`src/rtl/capture_sequencer_pkg.sv`:
```
// Shared definitions for the capture sequencer: FSM encoding, output word
// layout and the default test-pattern period.
package capture_sequencer_pkg;

  typedef enum logic [2:0] {
    ST_IDLE,
    ST_ARM,
    ST_RUN,
    ST_DRAIN,
    ST_OVERFLOW
  } seqState_t;

  localparam int SAMPLE_WIDTH        = 10;
  localparam int WORD_WIDTH          = 16;
  localparam int FRAME_MARKER_BIT    = 15;
  localparam int DEFAULT_TEST_PERIOD = 1021;

  // Builds the FIFO word {frameStart, zero padding, sample}.
  function automatic logic [WORD_WIDTH-1:0] packWord(
    input logic                    frameStart,
    input logic [SAMPLE_WIDTH-1:0] sample
  );
    logic [WORD_WIDTH-1:0] word;
    word                         = '0;
    word[FRAME_MARKER_BIT]       = frameStart;
    word[SAMPLE_WIDTH-1:0]       = sample;
    return word;
  endfunction

endpackage

```
`src/rtl/capture_sequencer_test_sequence_checker.sv`:
```
// Test-pattern sequence checker: remembers the previous captured sample,
// compares each new one against previous+1 (wrapping at TEST_PERIOD-1) and
// keeps a saturating mismatch count.
module test_sequence_checker
  import capture_sequencer_pkg::*;
#(
  parameter int TEST_PERIOD = DEFAULT_TEST_PERIOD,
  parameter int ERR_WIDTH   = 16
) (
  input  logic                    clock,
  input  logic                    nReset,
  input  logic                    clear,
  input  logic                    enable,
  input  logic [SAMPLE_WIDTH-1:0] sample,
  output logic [ERR_WIDTH-1:0]    errorCount
);

  localparam logic [SAMPLE_WIDTH-1:0] LAST_VALUE = SAMPLE_WIDTH'(TEST_PERIOD - 1);

  logic [SAMPLE_WIDTH-1:0] previous;
  logic                    previousValid;
  logic [SAMPLE_WIDTH-1:0] expected;

  assign expected = (previous == LAST_VALUE) ? '0 : previous + SAMPLE_WIDTH'(1);

  // Track the previous sample and count mismatches; the first sample of a session only seeds the history.
  always_ff @(posedge clock or negedge nReset) begin
    // NOTE: state registers use non-blocking assignments so every flop samples pre-edge values.
    if (!nReset) begin
      // NOTE: previous is reset even though previousValid gates its use, keeping simulation free of X.
      previous      <= '0;
      previousValid <= 1'b0;
      errorCount    <= '0;
    end else if (clear) begin
      previousValid <= 1'b0;
      errorCount    <= '0;
    end else if (enable) begin
      if (previousValid && (sample != expected) && (errorCount != '1)) begin
        errorCount <= errorCount + ERR_WIDTH'(1);
      end
      previous      <= sample;
      previousValid <= 1'b1;
    end
  end

endmodule

```
`src/rtl/capture_sequencer.sv`:
```
// Capture session controller: selects generator test mode, aligns to the test
// pattern, frames samples into 16-bit FIFO words and ends sessions on whole
// frames. fifoFull is evaluated at the edge that would launch a write, so a
// blocked write never reaches the fifoWrite register.
module capture_sequencer
  import capture_sequencer_pkg::*;
#(
  parameter int FRAME_SAMPLES = 32768,
  parameter int TEST_PERIOD   = DEFAULT_TEST_PERIOD,
  parameter int ERR_WIDTH     = 16
) (
  input  logic                    clock,
  input  logic                    nReset,
  input  logic                    captureRequest,
  input  logic                    testModeRequest,
  input  logic [SAMPLE_WIDTH-1:0] dataIn,
  input  logic                    fifoFull,
  output logic                    testModeFlag,
  output logic                    fifoWrite,
  output logic [WORD_WIDTH-1:0]   fifoData,
  output logic                    running,
  output logic                    overflow,
  output logic [ERR_WIDTH-1:0]    sequenceErrors
);

  localparam int                     INDEX_WIDTH = $clog2(FRAME_SAMPLES);
  localparam logic [INDEX_WIDTH-1:0] LAST_INDEX  = INDEX_WIDTH'(FRAME_SAMPLES - 1);

  seqState_t              state;
  logic [INDEX_WIDTH-1:0] frameIndex;
  logic                   captureSlot;
  logic                   launchWrite;
  logic                   checkEnable;
  logic                   checkClear;

  // Decide whether this cycle's sample is captured and whether its write may be launched.
  always_comb begin
    // NOTE: every signal is defaulted first so no path through the case can infer a latch.
    captureSlot = 1'b0;
    case (state)
      ST_ARM:           captureSlot = captureRequest && testModeFlag && (dataIn == '0);
      ST_RUN, ST_DRAIN: captureSlot = 1'b1;
      default:          captureSlot = 1'b0;
    endcase
    launchWrite = captureSlot && !fifoFull;
    checkEnable = launchWrite && testModeFlag;
    checkClear  = (state == ST_IDLE) && captureRequest;
  end

  // Session FSM with registered outputs; the write path and the state transitions share one edge.
  always_ff @(posedge clock or negedge nReset) begin
    if (!nReset) begin
      state        <= ST_IDLE;
      frameIndex   <= '0;
      testModeFlag <= 1'b0;
      fifoWrite    <= 1'b0;
      fifoData     <= '0;
      running      <= 1'b0;
      overflow     <= 1'b0;
    end else begin
      fifoWrite <= 1'b0;
      if (launchWrite) begin
        fifoWrite  <= 1'b1;
        fifoData   <= packWord(frameIndex == '0, dataIn);
        frameIndex <= frameIndex + INDEX_WIDTH'(1);
      end

      case (state)
        ST_IDLE: begin
          testModeFlag <= testModeRequest;
          if (captureRequest) begin
            state      <= ST_ARM;
            running    <= 1'b1;
            overflow   <= 1'b0;
            frameIndex <= '0;
          end
        end

        ST_ARM: begin
          if (!captureRequest) begin
            state   <= ST_IDLE;
            running <= 1'b0;
          end else if (captureSlot && fifoFull) begin
            state    <= ST_OVERFLOW;
            running  <= 1'b0;
            overflow <= 1'b1;
          end else if (!testModeFlag || captureSlot) begin
            state <= ST_RUN;
          end
        end

        ST_RUN, ST_DRAIN: begin
          if (fifoFull) begin
            state    <= ST_OVERFLOW;
            running  <= 1'b0;
            overflow <= 1'b1;
          end else if ((frameIndex == LAST_INDEX) && ((state == ST_DRAIN) || !captureRequest)) begin
            state   <= ST_IDLE;
            running <= 1'b0;
          end else if (!captureRequest) begin
            state <= ST_DRAIN;
          end
        end

        ST_OVERFLOW: begin
          if (!captureRequest) begin
            state <= ST_IDLE;
          end
        end

        default: begin
          state   <= ST_IDLE;
          running <= 1'b0;
        end
      endcase
    end
  end

  test_sequence_checker #(
    .TEST_PERIOD (TEST_PERIOD),
    .ERR_WIDTH   (ERR_WIDTH)
  ) sequenceChecker (
    .clock      (clock),
    .nReset     (nReset),
    .clear      (checkClear),
    .enable     (checkEnable),
    .sample     (dataIn),
    .errorCount (sequenceErrors)
  );

endmodule

```
`config.mk`:
```
export PLATFORM = sky130hd
export DESIGN_NAME = capture_sequencer
export DESIGN_NICKNAME = d
export VERILOG_FILES = /design/src/rtl/capture_sequencer_pkg.sv /design/src/rtl/capture_sequencer_test_sequence_checker.sv /design/src/rtl/capture_sequencer.sv
export SDC_FILE = /design/constraint.sdc
export NUM_CORES = 1
export LEC_CHECK = 0
export CORE_MARGIN = 3
export CORE_UTILIZATION = 45
export DETAILED_ROUTE_END_ITERATION = 12
export PLACE_DENSITY = 0.71
export SYNTH_ARGS = -nofsm -noshare
export SYNTH_HDL_FRONTEND = slang
export SYNTH_HIERARCHICAL = 1
export SYNTH_SLANG_ARGS = --single-unit
```
`constraint.sdc`:
```
create_clock -name clock -period 2.3 [get_ports clock]
set_input_delay 0.46 -clock clock [delete_from_list [all_inputs] [get_ports clock]]
set_output_delay 0.46 -clock clock [all_outputs]
set_load 0.01 [all_outputs]
```
==> results of run 1 <==
-- worst register-to-register path: cells and delay by family (launching register included) --
kind	cells	cell delay [ns]
and+or+nand+nor	3	0.62
DFF	1	0.42
buffers and inverters	1	0.09
adders and majority gates	1	0.14
muxes	1	0.30
AOI/OAI and AO/OA	4	0.88
-- layer usage --
metal / vias to the layer above / GRT usage [%]
li1: 1574 / -
met5: - / 0
met2: 111 / 36.3
met3: 13 / 4.34
met1: 1620 / 29.7
met4: 0 / 7.22
-- power by group through the flow --
stage	combinational, mW	clock, mW	sequential [mW]
after detailed placement	1.69	0	1.49
after global placement	1.66	0	1.48
after global routing	2.02	1.01	1.52
after floorplan	0.809	0	1.55
after CTS	1.79	0.961	1.48
final	1.86	0.945	1.49
-- worst paths after layout --
check,startpoint,end,slack (ns)
setup reg to reg,sequenceChecker/previous[0],sequenceChecker/errorCount[10],-0.27
hold / removal,nReset,frameIndex[6],0.09
min in group clock,dataIn[1],fifoData[1],0.48
setup / recovery,sequenceChecker/previous[0],sequenceChecker/errorCount[10],-0.27
max in group asynchronous,nReset,sequenceChecker/previous[3],1.60
hold reg to reg,fifoData[4],fifoData[4],0.49
-- registers in the layout (all words and copies together), names as in the netlist --
name                           cells
overflow                           1
sequenceChecker/errorCount        16
fifoData                          11
sequenceChecker/previous          10
sequenceChecker/previousValid      1
running                            1
state                              3
fifoWrite                          1
frameIndex                        15
testModeFlag                       1
-- what timing repair did --
item | in CTS | in global routing
pin swaps | 20 | 15
hold endpoints to repair | 0 | 0
gates resized for setup | 45 | 24
setup buffers | 8 | 7
gates cloned | 2 | 0
endpoints found under the setup margin | 28 | 16
-- synth_stat cells (2+ instances only) --
cell,instances
sky130_fd_sc_hd__a21o_1,2
sky130_fd_sc_hd__a21oi_1,23
sky130_fd_sc_hd__a21oi_2,4
sky130_fd_sc_hd__a31oi_1,3
sky130_fd_sc_hd__a32o_1,2
sky130_fd_sc_hd__a41o_1,2
sky130_fd_sc_hd__and2_1,2
sky130_fd_sc_hd__and3_1,6
sky130_fd_sc_hd__and4_1,3
sky130_fd_sc_hd__buf_1,2
sky130_fd_sc_hd__buf_2,2
sky130_fd_sc_hd__buf_4,5
sky130_fd_sc_hd__buf_6,3
sky130_fd_sc_hd__clkbuf_1,7
sky130_fd_sc_hd__dfrtp_1,60
sky130_fd_sc_hd__ha_1,5
sky130_fd_sc_hd__inv_1,10
sky130_fd_sc_hd__mux2_2,9
sky130_fd_sc_hd__mux2i_1,3
sky130_fd_sc_hd__nand2_1,56
sky130_fd_sc_hd__nand2b_1,4
sky130_fd_sc_hd__nand3_1,18
sky130_fd_sc_hd__nand4_1,7
sky130_fd_sc_hd__nand4_2,2
sky130_fd_sc_hd__nor2_1,22
sky130_fd_sc_hd__nor2b_1,5
sky130_fd_sc_hd__nor3_1,3
sky130_fd_sc_hd__nor4_1,4
sky130_fd_sc_hd__nor4_2,2
sky130_fd_sc_hd__nor4b_1,3
sky130_fd_sc_hd__o21ai_0,9
sky130_fd_sc_hd__o21ai_1,8
sky130_fd_sc_hd__o31ai_1,11
sky130_fd_sc_hd__or3_1,11
sky130_fd_sc_hd__or4_1,11
sky130_fd_sc_hd__xnor2_1,6
sky130_fd_sc_hd__xor2_1,6
-- stage by stage --
stage	util (%)	total power, mW	TNS (ns)
after floorplan	-	2.36	-2.11
after CTS	65.5	4.23	-2.02
after detailed placement	60.4	3.17	-17.71
after global placement	60.4	3.13	-16.53
after global routing	67.5	4.55	-4.92
final	67.5	4.29	-3.23
-- kinds of logic after synthesis --
| group | Yosys count | synth area share (%) |
|---|---|---|
| compound gates | 80 | 16.3 |
| xor+xnor | 12 | 3.05 |
| fa+ha+maj | 5 | 1.81 |
| buf+inv | 29 | 4.43 |
| flops | 60 | 43.5 |
| mux | 13 | 4.14 |
| other cells | 1 | 0.109 |
| simple gates | 168 | 26.7 |
-- cell type report --
type / instances / area (um2)
sequential: 60 / 1500
clock inverter: 6 / 65.1
inverter: 10 / 40.0
clock buffer: 10 / 128
timing repair buffer: 119 / 1050
multi-input combinational: 285 / 2040
tap: 99 / 124
fill: 533 / 2380
==> parameters.txt, run 1 <==
Parameter                              Value

Floorplanning
  Die extent in x ... 93.5 um
  Total die area ... 0.00875 mm2
  Ports placed on the boundary ... 51
  Core box area ... 0.00733 mm2
  Site Rows ... 31
  Starting utilization of the core area ... 47.0%
  Vert. Die Dim ... 93.5 um

Power
  Total power per unit cell area ... 867 mW/mm2
  Worst ir drop on vdd ... 0.741 mV
  Portion of total power attributed to combinational logic ... 43.3%
  Proportion of power drawn by the clock network ... 22.0%
  Cell-internal power ... 2.72 mW
  Switching Power ... 1.57 mW
  Leakage power figure ... 2.14 nW
  Register share of total power ... 34.7%
  Switching part of the total power ... 36.6%

Synth
  Yosys top cell by area ... sky130_fd_sc_hd__dfrtp_1
  Synth async-reset ratio ... 100%
  Dominant register cell in the synthesized netlist ... sky130_fd_sc_hd__dfrtp_1
  Part of the Yosys area used for sequential elements ... 43.5%
  Number of enable flip-flop cells after synthesis ... 0
  Number of synthesized register bits ... 60
  Synth Instances ... 368
  Number of distinct library cells after synthesis ... 64
  Cell Area, Synth ... 0.00345 mm2
  Yosys top cell area share ... 43.5%
  Cell types with the largest area share after synthesis ... sky130_fd_sc_hd__dfrtp_1, sky130_fd_sc_hd__nand2_1, sky130_fd_sc_hd__a21oi_1
  Mean Syn Cell Area ... 9.37 um2
  Count of yosys warnings during synthesis ... 6

Timing
  RSZ-0062 raised after global routing ... true
  Final min period ... 2.57 ns
  Ratio of final minimum period to clock period ... 112%
  Max transition margin ... 59.8%
  Final setup margin ... -0.268 ns
  Fmax achieved ... 389 MHz
  Worst-case hold slack ... 0.0941 ns
  Number of setup violations in the final report ... 16
  Skew final ... 0.00970 ns
  Worst-margin pin slew ... 0.602 ns
  Count of final max-slew check failures ... 0
  Final hold vios ... 0

Drt
  Total via count after detailed routing ... 3318
  Routed wire per std cell ... 15.8 um
  Met2 wire len ... 4520 um
  Post-route antenna net violation count ... 0
  Ratio of routed vias to standard cells ... 5.63
  Drt first-iter violations ... 132
  Remaining DRCs ... 0
  First-pass DRT Iterations ... 5
  DR WL met3 ... 499 um
  Met1 WL ... 4170 um
  Aggregate routed wire length ... 9320 um
  Topmost layer with routed signal wires ... met4

Critical path
  CP arrival ... 2.78 ns
  Critical Path Stages ... 10
  CP peak stage delay ... 0.42 ns
  Endpoint kind of the worst setup timing path ... register
  Kind of launch point of the worst setup path ... register
  Largest fanout on the critical path ... 4
  Top cell family by delay on the critical path ... compound AO/OA/AOI/OAI gates
  Number of buffers and inverters on the critical path ... 1
  Worst endpoint required time ... 2.52 ns
  Count of cells along the worst register-to-register path ... 10
  Start-to-end type of the worst setup path ... reg -> reg
  Critical-path cell list ... inv_2 -> ha_4 -> a21oi_2 -> o31a_1 -> or3_1 -> a211oi_2 -> nand4_4 -> o21a_1 -> nand3_2 -> mux2_4
  Highest-delay cell along the critical path ... sky130_fd_sc_hd__dfrtp_1

Clock tree
  H-tree level count ... 3
  Number of buffers added by the clock tree synthesis step ... 9
  Hold buffers post-CTS ... 0
  TritonCTS clock tree ... done
  Buffer cell driving the clock tree root ... sky130_fd_sc_hd__clkbuf_8
  Clock sink count ... 60
  Number of buffers between clock root and the deepest sink ... 2
  Clock transition at the registers of the reported paths ... 0.07 ns
  Clock insertion delay at the later pin of the skew report ... 0.34 ns

Layout
  Design area ... 0.00495 mm2
  Antenna Diode Count ... 0
  Fraction of layout cells with a size suffix above 1 ... 32.2%
  Leading cell types in the layout, fill and taps excluded ... sky130_fd_sc_hd__buf_4, sky130_fd_sc_hd__dfrtp_1, sky130_fd_sc_hd__nand2_1
  Commonest non-fill, non-tap cell in the layout ... sky130_fd_sc_hd__buf_4
  Net count reported at finish ... 505
  Area growth syn-to-layout ... 43.5%
  Final standard cell count with taps included and fillers excluded ... 589

Placed design
  GP Congestion ... 0.855
  DP Cell Count ... 557
  Worst slack at placement ... -0.770 ns
  Detailed placer's ending HPWL ... 6180 um
  Buffers added on ports ... 45
  DP Area ... 0.00443 mm2

Global routing
  Number of antenna violations at the first check in global routing ... 0
  Maximum number of pins on one net before global-route repair ... 40
  GR Util All Layers ... 22.2%
  Global-route wire length before repair ... 15600 um
  Via count of the first global-routing pass ... 3282
  Total congestion overflow ... 0

Run
  Max-cap violation count ... 0

Run status
  Failing checks ... negative setup slack
  Outcome ... complete, but fails checks

Hold path
  Worst min path class ... in -> async
Power figures use the tool's default switching activity.
==> run 2, diff against run 1 <==
--- a/config.mk
+++ b/config.mk
@@ -6,9 +6,9 @@
 export NUM_CORES = 1
 export LEC_CHECK = 0
 export CORE_MARGIN = 3
-export CORE_UTILIZATION = 45
+export CORE_UTILIZATION = 49
 export DETAILED_ROUTE_END_ITERATION = 12
-export PLACE_DENSITY = 0.71
+export PLACE_DENSITY = 0.76
 export SYNTH_ARGS = -nofsm -noshare
 export SYNTH_HDL_FRONTEND = slang
 export SYNTH_HIERARCHICAL = 1
==> parameters.txt, run 2 (synthesized netlist as in run 1, its figures left out) <==
Parameter                              Value

Floorplanning
  Ports placed on the boundary ... 51 (unchanged)
  Core box area ... 0.00657 mm2 (was 0.00733 mm2)
  Site Rows ... 29 (was 31)
  Vert. Die Dim ... 89.9 um (was 93.5 um)
  Starting utilization of the core area ... 52.5% (was 47.0%)
  Total die area ... 0.00808 mm2 (was 0.00875 mm2)
  Die extent in x ... 89.9 um (was 93.5 um)

Critical path
  Setup slack of the worst register-to-register path ... -0.30 ns (was -0.27 ns)
  Largest fanout on the critical path ... 6 (was 4)
  Top cell family by delay on the critical path ... compound AO/OA/AOI/OAI gates (unchanged)
  Number of buffers and inverters on the critical path ... 2 (was 1)
  Start-to-end type of the worst setup path ... reg -> reg (unchanged)
  Critical-path cell list ... buf_6 -> ha_4 -> a21oi_2 -> o31a_1 -> or3_1 -> a211oi_2 -> nand4_4 -> o21ai_4 -> buf_6 -> or3_1 -> a21oi_1 (was inv_2 -> ha_4 -> a21oi_2 -> o31a_1 -> or3_1 -> a211oi_2 -> nand4_4 -> o21a_1 -> nand3_2 -> mux2_4)
  Endpoint kind of the worst setup timing path ... register (unchanged)
  CP arrival ... 2.81 ns (was 2.78 ns)
  Worst endpoint required time ... 2.51 ns (was 2.52 ns)
  Kind of launch point of the worst setup path ... register (unchanged)
  Highest-delay cell along the critical path ... sky130_fd_sc_hd__dfrtp_1 (unchanged)
  CP peak stage delay ... 0.40 ns (was 0.42 ns)

Timing
  Skew final ... 0.00575 ns (was 0.00970 ns)
  Aggregate negative setup slack ... -3.88 ns (was -3.23 ns)
  Worst-margin pin slew ... 0.650 ns (was 0.602 ns)
  Max transition margin ... 56.5% (was 59.8%)
  Final setup margin ... -0.302 ns (was -0.268 ns)
  Fmax achieved ... 384 MHz (was 389 MHz)
  RSZ-0062 raised after global routing ... true (unchanged)
  Final min period ... 2.60 ns (was 2.57 ns)
  Count of final max-slew check failures ... 0 (unchanged)
  Worst-case hold slack ... 0.127 ns (was 0.0941 ns)
  Number of setup violations in the final report ... 16 (unchanged)
  Ratio of final minimum period to clock period ... 113% (was 112%)
  Final hold vios ... 0 (unchanged)

Clock tree
  Clock sink count ... 60 (unchanged)
  Buffer cell driving the clock tree root ... sky130_fd_sc_hd__clkbuf_8 (unchanged)
  Number of buffers added by the clock tree synthesis step ... 9 (unchanged)
  H-tree level count ... 3 (unchanged)
  Number of buffers between clock root and the deepest sink ... 2 (unchanged)
  Clock transition at the registers of the reported paths ... 0.07 ns (about the same)
  TritonCTS clock tree ... done (unchanged)
  Clock insertion delay at the later pin of the skew report ... 0.34 ns (about the same)

Drt
  Routed wire per std cell ... 17.6 um (was 15.8 um)
  Post-route antenna net violation count ... 0 (unchanged)
  Drt first-iter violations ... 274 (was 132)
  Remaining DRCs ... 0 (unchanged)
  Total via count after detailed routing ... 3486 (was 3318)
  First-pass DRT Iterations ... 5 (unchanged)
  Aggregate routed wire length ... 10200 um (was 9320 um)
  Ratio of routed vias to standard cells ... 5.98 (was 5.63)

Layout
  Post-layout util ... 75.7% (was 67.5%)
  Filler cell count in the final layout ... 466 (was 533)
  Register cell area after layout ... 0.00150 mm2 (unchanged)
  Commonest non-fill, non-tap cell in the layout ... sky130_fd_sc_hd__buf_4 (unchanged)
  Multi-input gate area in the final layout ... 0.00205 mm2 (was 0.00204 mm2)
  Largest Register ... sequenceChecker/errorCount (unchanged)
  Fraction of layout cells with a size suffix above 1 ... 32.2% (unchanged)
  Area growth syn-to-layout ... 44.1% (was 43.5%)
  Design area ... 0.00497 mm2 (was 0.00495 mm2)
  Net count reported at finish ... 506 (was 505)
  Largest registers ... sequenceChecker/errorCount x16, frameIndex x15, fifoData x11 (unchanged)
  Antenna Diode Count ... 0 (unchanged)
  Flip-flop count of the largest register, all copies and words added ... 16 (unchanged)
  Leading cell types in the layout, fill and taps excluded ... sky130_fd_sc_hd__buf_4, sky130_fd_sc_hd__dfrtp_1, sky130_fd_sc_hd__nand2_1 (unchanged)

Global routing
  Via count of the first global-routing pass ... 3454 (was 3282)
  GR Util All Layers ... 25.2% (was 22.2%)
  Number of antenna violations at the first check in global routing ... 0 (unchanged)
  Maximum number of pins on one net before global-route repair ... 61 (was 40)
  Total congestion overflow ... 0 (unchanged)
  Global-route wire length before repair ... 16700 um (was 15600 um)

Run
  Max-cap violation count ... 0 (unchanged)

Run status
  Outcome ... complete, but fails checks (unchanged)
  Failing checks ... negative setup slack (unchanged)

Power
  Total power per unit cell area ... 901 mW/mm2 (was 867 mW/mm2)
  Worst ir drop on vdd ... 0.735 mV (was 0.741 mV)
  Leakage power figure ... 2.14 nW (about the same)
  Total power ... 4.48 mW (was 4.29 mW)

Placed design
  Detailed placer's ending HPWL ... 6520 um (was 6180 um)
  Buffers added on ports ... 45 (unchanged)
  GP Congestion ... 0.873 (was 0.855)
  DP Area ... 0.00443 mm2 (unchanged)

Hold path
  Worst min path class ... in -> async (unchanged)
==> run 2: cell count changes in the layout (fill, tap and decap cells not counted), moves of 2 or more <==
cell,previous run,this run
sky130_fd_sc_hd__nand3_2,2,0
sky130_fd_sc_hd__clkinv_4,2,0
sky130_fd_sc_hd__or4_4,1,3
sky130_fd_sc_hd__clkdlybuf4s15_2,4,0
sky130_fd_sc_hd__nand3_1,16,18
sky130_fd_sc_hd__or4_1,10,8
sky130_fd_sc_hd__buf_4,64,66
sky130_fd_sc_hd__nor3_2,0,2
sky130_fd_sc_hd__dlygate4sd2_1,5,10
==> run 2: path summary, 6_finish.rpt <==
kind,start,to,cells after the start
max,sequenceChecker/previous[1],sequenceChecker/errorCount[12],11
min,nReset,frameIndex[3],2
max reg2reg,sequenceChecker/previous[1],sequenceChecker/errorCount[12],11
min reg2reg,fifoData[4],fifoData[4],2
max in group asynchronous,nReset,sequenceChecker/previous[3],2
min in group clock,fifoData[4],fifoData[4],2
==> run 2: cell type report <==
| cell class | instances | area share (%) |
|---|---|---|
| clock buffer | 10 | 2.57 |
| clock inverter | 5 | 1.56 |
| inverter | 10 | 0.806 |
| multi-input combinational | 284 | 41.3 |
| sequential | 60 | 30.3 |
| tap | 93 | 2.34 |
| timing repair buffer | 121 | 21.1 |
==> run 2: worst register-to-register path: cells and delay by family (launching register included) <==
kind | cells | cell delay (ns)
fa+ha+maj | 1 | 0.15
compound gates | 5 | 0.99
flops | 1 | 0.40
simple gates | 3 | 0.65
buf+inv | 2 | 0.29
==> run 2: stage by stage <==
| step | setup slack [ns] | instances |
|---|---|---|
| finish | -0.302 | 583 |
| global route | -0.370 | 583 |
| CTS | -0.279 | 580 |
| detailed placement | -0.703 | 552 |
| global placement | -0.627 | 552 |
| floorplan | -0.169 | 372 |
==> run 2: where the power goes <==
part | internal [mW] | leakage [nW] | total (mW) | switching [mW]
combinational | 0.968 | 1.24 | 1.95 | 0.984
sequential | 1.29 | 0.798 | 1.49 | 0.202
clock | 0.601 | 0.102 | 1.04 | 0.436
==> run 2: per-layer routing <==
| layer | GRT usage, % | routed length, um |
|---|---|---|
| met2 | 43.5 | 5180 |
| met1 | 31.4 | 4160 |
| met3 | 4.34 | 635 |
| met4 | 10.1 | 255 |
| met5 | 0 | 0 |
==> run 2: repair_timing <==
action                     CTS  global route
pin swaps                   23            17
setup endpoints to repair   16            16
gates cloned                 1             0
resized for setup           51            12
setup buffers               12             3
hold buffers                 0             0
==> run 3, diff against run 2 <==
--- a/config.mk
+++ b/config.mk
@@ -5,6 +5,7 @@
 export SDC_FILE = /design/constraint.sdc
 export NUM_CORES = 1
 export LEC_CHECK = 0
+export CORE_ASPECT_RATIO = 1.4
 export CORE_MARGIN = 3
 export CORE_UTILIZATION = 49
 export DETAILED_ROUTE_END_ITERATION = 12
==> parameters.txt, run 3 (synthesized netlist as in run 1, its figures left out) <==
Parameter                              Value

Drt
  Aggregate routed wire length ... 10100 um (was 10200 um)
  Routed wire per std cell ... 17.5 um (was 17.6 um)
  Post-route antenna net violation count ... 0 (unchanged)
  Ratio of routed vias to standard cells ... 5.89 (was 5.98)
  Remaining DRCs ... 0 (unchanged)
  First-pass DRT Iterations ... 4 (was 5)
  Drt first-iter violations ... 273 (was 274)
  Total via count after detailed routing ... 3403 (was 3486)

Global routing
  Maximum number of pins on one net before global-route repair ... 61 (unchanged)
  GR Util All Layers ... 24.4% (was 25.2%)
  Total congestion overflow ... 0 (unchanged)
  Number of antenna violations at the first check in global routing ... 0 (unchanged)
  Global-route wire length before repair ... 15800 um (was 16700 um)
  Via count of the first global-routing pass ... 3375 (was 3454)

Floorplanning
  Total die area ... 0.00809 mm2 (was 0.00808 mm2)
  Die extent in x ... 76.9 um (was 89.9 um)
  Starting utilization of the core area ... 51.5% (was 52.5%)
  Core box area ... 0.00670 mm2 (was 0.00657 mm2)
  Vert. Die Dim ... 105 um (was 89.9 um)
  Site Rows ... 35 (was 29)
  Ports placed on the boundary ... 51 (unchanged)

Layout
  Filler cell count in the final layout ... 461 (was 466)
  Area growth syn-to-layout ... 42.2% (was 44.1%)
  Register cell area after layout ... 0.00150 mm2 (unchanged)
  Net count reported at finish ... 503 (was 506)
  Multi-input gate area in the final layout ... 0.00201 mm2 (was 0.00205 mm2)
  Antenna Diode Count ... 0 (unchanged)
  Flip-flop count of the largest register, all copies and words added ... 16 (unchanged)
  Leading cell types in the layout, fill and taps excluded ... sky130_fd_sc_hd__buf_4, sky130_fd_sc_hd__dfrtp_1, sky130_fd_sc_hd__nand2_1 (unchanged)
  Largest registers ... sequenceChecker/errorCount x16, frameIndex x15, fifoData x11 (unchanged)
  Fraction of layout cells with a size suffix above 1 ... 31.7% (was 32.2%)
  Design area ... 0.00490 mm2 (was 0.00497 mm2)
  Commonest non-fill, non-tap cell in the layout ... sky130_fd_sc_hd__buf_4 (unchanged)
  Largest Register ... sequenceChecker/errorCount (unchanged)

Critical path
  Setup slack of the worst register-to-register path ... -0.31 ns (was -0.30 ns)
  Start-to-end type of the worst setup path ... reg -> reg (unchanged)
  Beginning of the critical path ... sequenceChecker/previous[0] (was sequenceChecker/previous[1])
  Count of cells along the worst register-to-register path ... 11 (unchanged)
  Largest fanout on the critical path ... 5 (was 6)
  CP arrival ... 2.87 ns (was 2.81 ns)
  Endpoint of the lowest-slack register-to-register path ... sequenceChecker/errorCount[15] (was sequenceChecker/errorCount[12])
  Worst endpoint required time ... 2.56 ns (was 2.51 ns)
  Kind of launch point of the worst setup path ... register (unchanged)
  Reg-to-reg critical path startpoint ... sequenceChecker/previous[0] (was sequenceChecker/previous[1])
  Endpoint kind of the worst setup timing path ... register (unchanged)

Placed design
  DP Area ... 0.00441 mm2 (was 0.00443 mm2)
  Buffers added on ports ... 45 (unchanged)
  GP Congestion ... 0.874 (was 0.873)
  Worst slack at placement ... -0.773 ns (was -0.703 ns)
  Detailed placer's ending HPWL ... 6440 um (was 6520 um)

Timing
  Count of final max-slew check failures ... 0 (unchanged)
  Final hold vios ... 0 (unchanged)
  Worst-case hold slack ... 0.107 ns (was 0.127 ns)
  Max transition margin ... 57.3% (was 56.5%)
  Final setup margin ... -0.307 ns (was -0.302 ns)
  RSZ-0062 raised after global routing ... true (unchanged)
  Ratio of final minimum period to clock period ... 113% (about the same)
  Fmax achieved ... 384 MHz (about the same)
  Worst-margin pin slew ... 0.638 ns (was 0.650 ns)
  Final min period ... 2.61 ns (was 2.60 ns)
  Skew final ... 0.00709 ns (was 0.00575 ns)
  Number of setup violations in the final report ... 16 (unchanged)
  Aggregate negative setup slack ... -4.09 ns (was -3.88 ns)

Clock tree
  TritonCTS clock tree ... done (unchanged)
  Buffer cell driving the clock tree root ... sky130_fd_sc_hd__clkbuf_8 (unchanged)
  Number of buffers added by the clock tree synthesis step ... 9 (unchanged)
  H-tree level count ... 3 (unchanged)
  Number of buffers between clock root and the deepest sink ... 2 (unchanged)
  Hold buffers post-CTS ... 0 (unchanged)
  Clock sink count ... 60 (unchanged)
  Clock insertion delay at the later pin of the skew report ... 0.34 ns (about the same)
  Clock transition at the registers of the reported paths ... 0.07 ns (about the same)

Hold path
  Worst min path class ... in -> async (unchanged)

Run
  Max-cap violation count ... 0 (unchanged)

Power
  Switching part of the total power ... 35.8% (was 36.2%)
  Leakage power figure ... 2.14 nW (about the same)
  Cell-internal power ... 2.79 mW (was 2.85 mW)
  Switching Power ... 1.56 mW (was 1.62 mW)
  Worst ir drop on vdd ... 0.723 mV (was 0.735 mV)
  Total power per unit cell area ... 887 mW/mm2 (was 901 mW/mm2)
  Proportion of power drawn by the clock network ... 21.9% (was 23.2%)
  Register share of total power ... 34.5% (was 33.2%)
  Portion of total power attributed to combinational logic ... 43.6% (about the same)

Run status
  Failing checks ... negative setup slack (unchanged)
  Outcome ... complete, but fails checks (unchanged)
==> run 3: cell type report <==
class / count / share of cell area (%)
Multi-Input combinational cell: 283 / 41.0
Sequential cell: 60 / 30.7
Timing Repair Buffer: 119 / 21.3
Clock inverter: 2 / 0.714
Tap cell: 92 / 2.35
Clock buffer: 12 / 3.16
Inverter: 10 / 0.817
==> run 3: worst max-delay path, cell delays in order, from the launching register on <==
cell                      delay (ns)
sky130_fd_sc_hd__dfrtp_1        0.41
sky130_fd_sc_hd__ha_2           0.24
sky130_fd_sc_hd__buf_6          0.13
sky130_fd_sc_hd__nand2_1        0.07
sky130_fd_sc_hd__xor2_1         0.29
sky130_fd_sc_hd__xor2_1         0.12
sky130_fd_sc_hd__a32oi_1        0.23
sky130_fd_sc_hd__buf_4          0.16
sky130_fd_sc_hd__o21ai_4        0.08
sky130_fd_sc_hd__buf_6          0.15
sky130_fd_sc_hd__or4_1          0.48
sky130_fd_sc_hd__a21oi_1        0.17
==> run 3: worst max path at each step <==
stage | endpoint | slack (ns) | cells past startpoint
2_1_floorplan | sequenceChecker/errorCount[7] | -0.17 | 11
3_3_place_gp | sequenceChecker/errorCount[9] | -0.74 | 11
3_5_place_dp | sequenceChecker/errorCount[9] | -0.77 | 11
4_1_cts | sequenceChecker/errorCount[11] | -0.17 | 11
5_1_grt | sequenceChecker/errorCount[6] | -0.44 | 12
6_report | sequenceChecker/errorCount[15] | -0.31 | 11
==> run 3: routing by layer <==
layer  up-vias  routed length, um  global-route usage, %
met1      1669               3870                   27.3
met5         -                  0                      0
li1       1573                  -                      -
met3        44                378                   3.93
met2       117               5450                   43.1
met4         0                419                   14.4
==> run 3: power by group through the flow <==
stage	Combinational (mW)	Clock (mW)	Sequential, mW
2_1_floorplan	0.809	0	1.55
3_3_place_gp	1.64	0	1.48
3_5_place_dp	1.68	0	1.49
4_1_cts	1.75	0.966	1.49
5_1_grt	2.05	1.01	1.53
6_report	1.90	0.950	1.50
==> run 3: stage by stage <==
stage / total power [mW] / util (%) / std cells
6_report: 4.35 / 73.2 / 578
3_5_place_dp: 3.18 / 65.8 / 547
4_1_cts: 4.21 / 70.7 / 573
3_3_place_gp: 3.12 / 65.8 / 547
2_1_floorplan: 2.36 / - / 372
5_1_grt: 4.59 / 73.2 / 578
==> run 3: repair_timing <==
item | 4_1_cts | 5_1_grt
pin swaps | 13 | 16
resized for setup | 49 | 27
setup endpoints to repair | 28 | 16
buffers inserted | 12 | 6
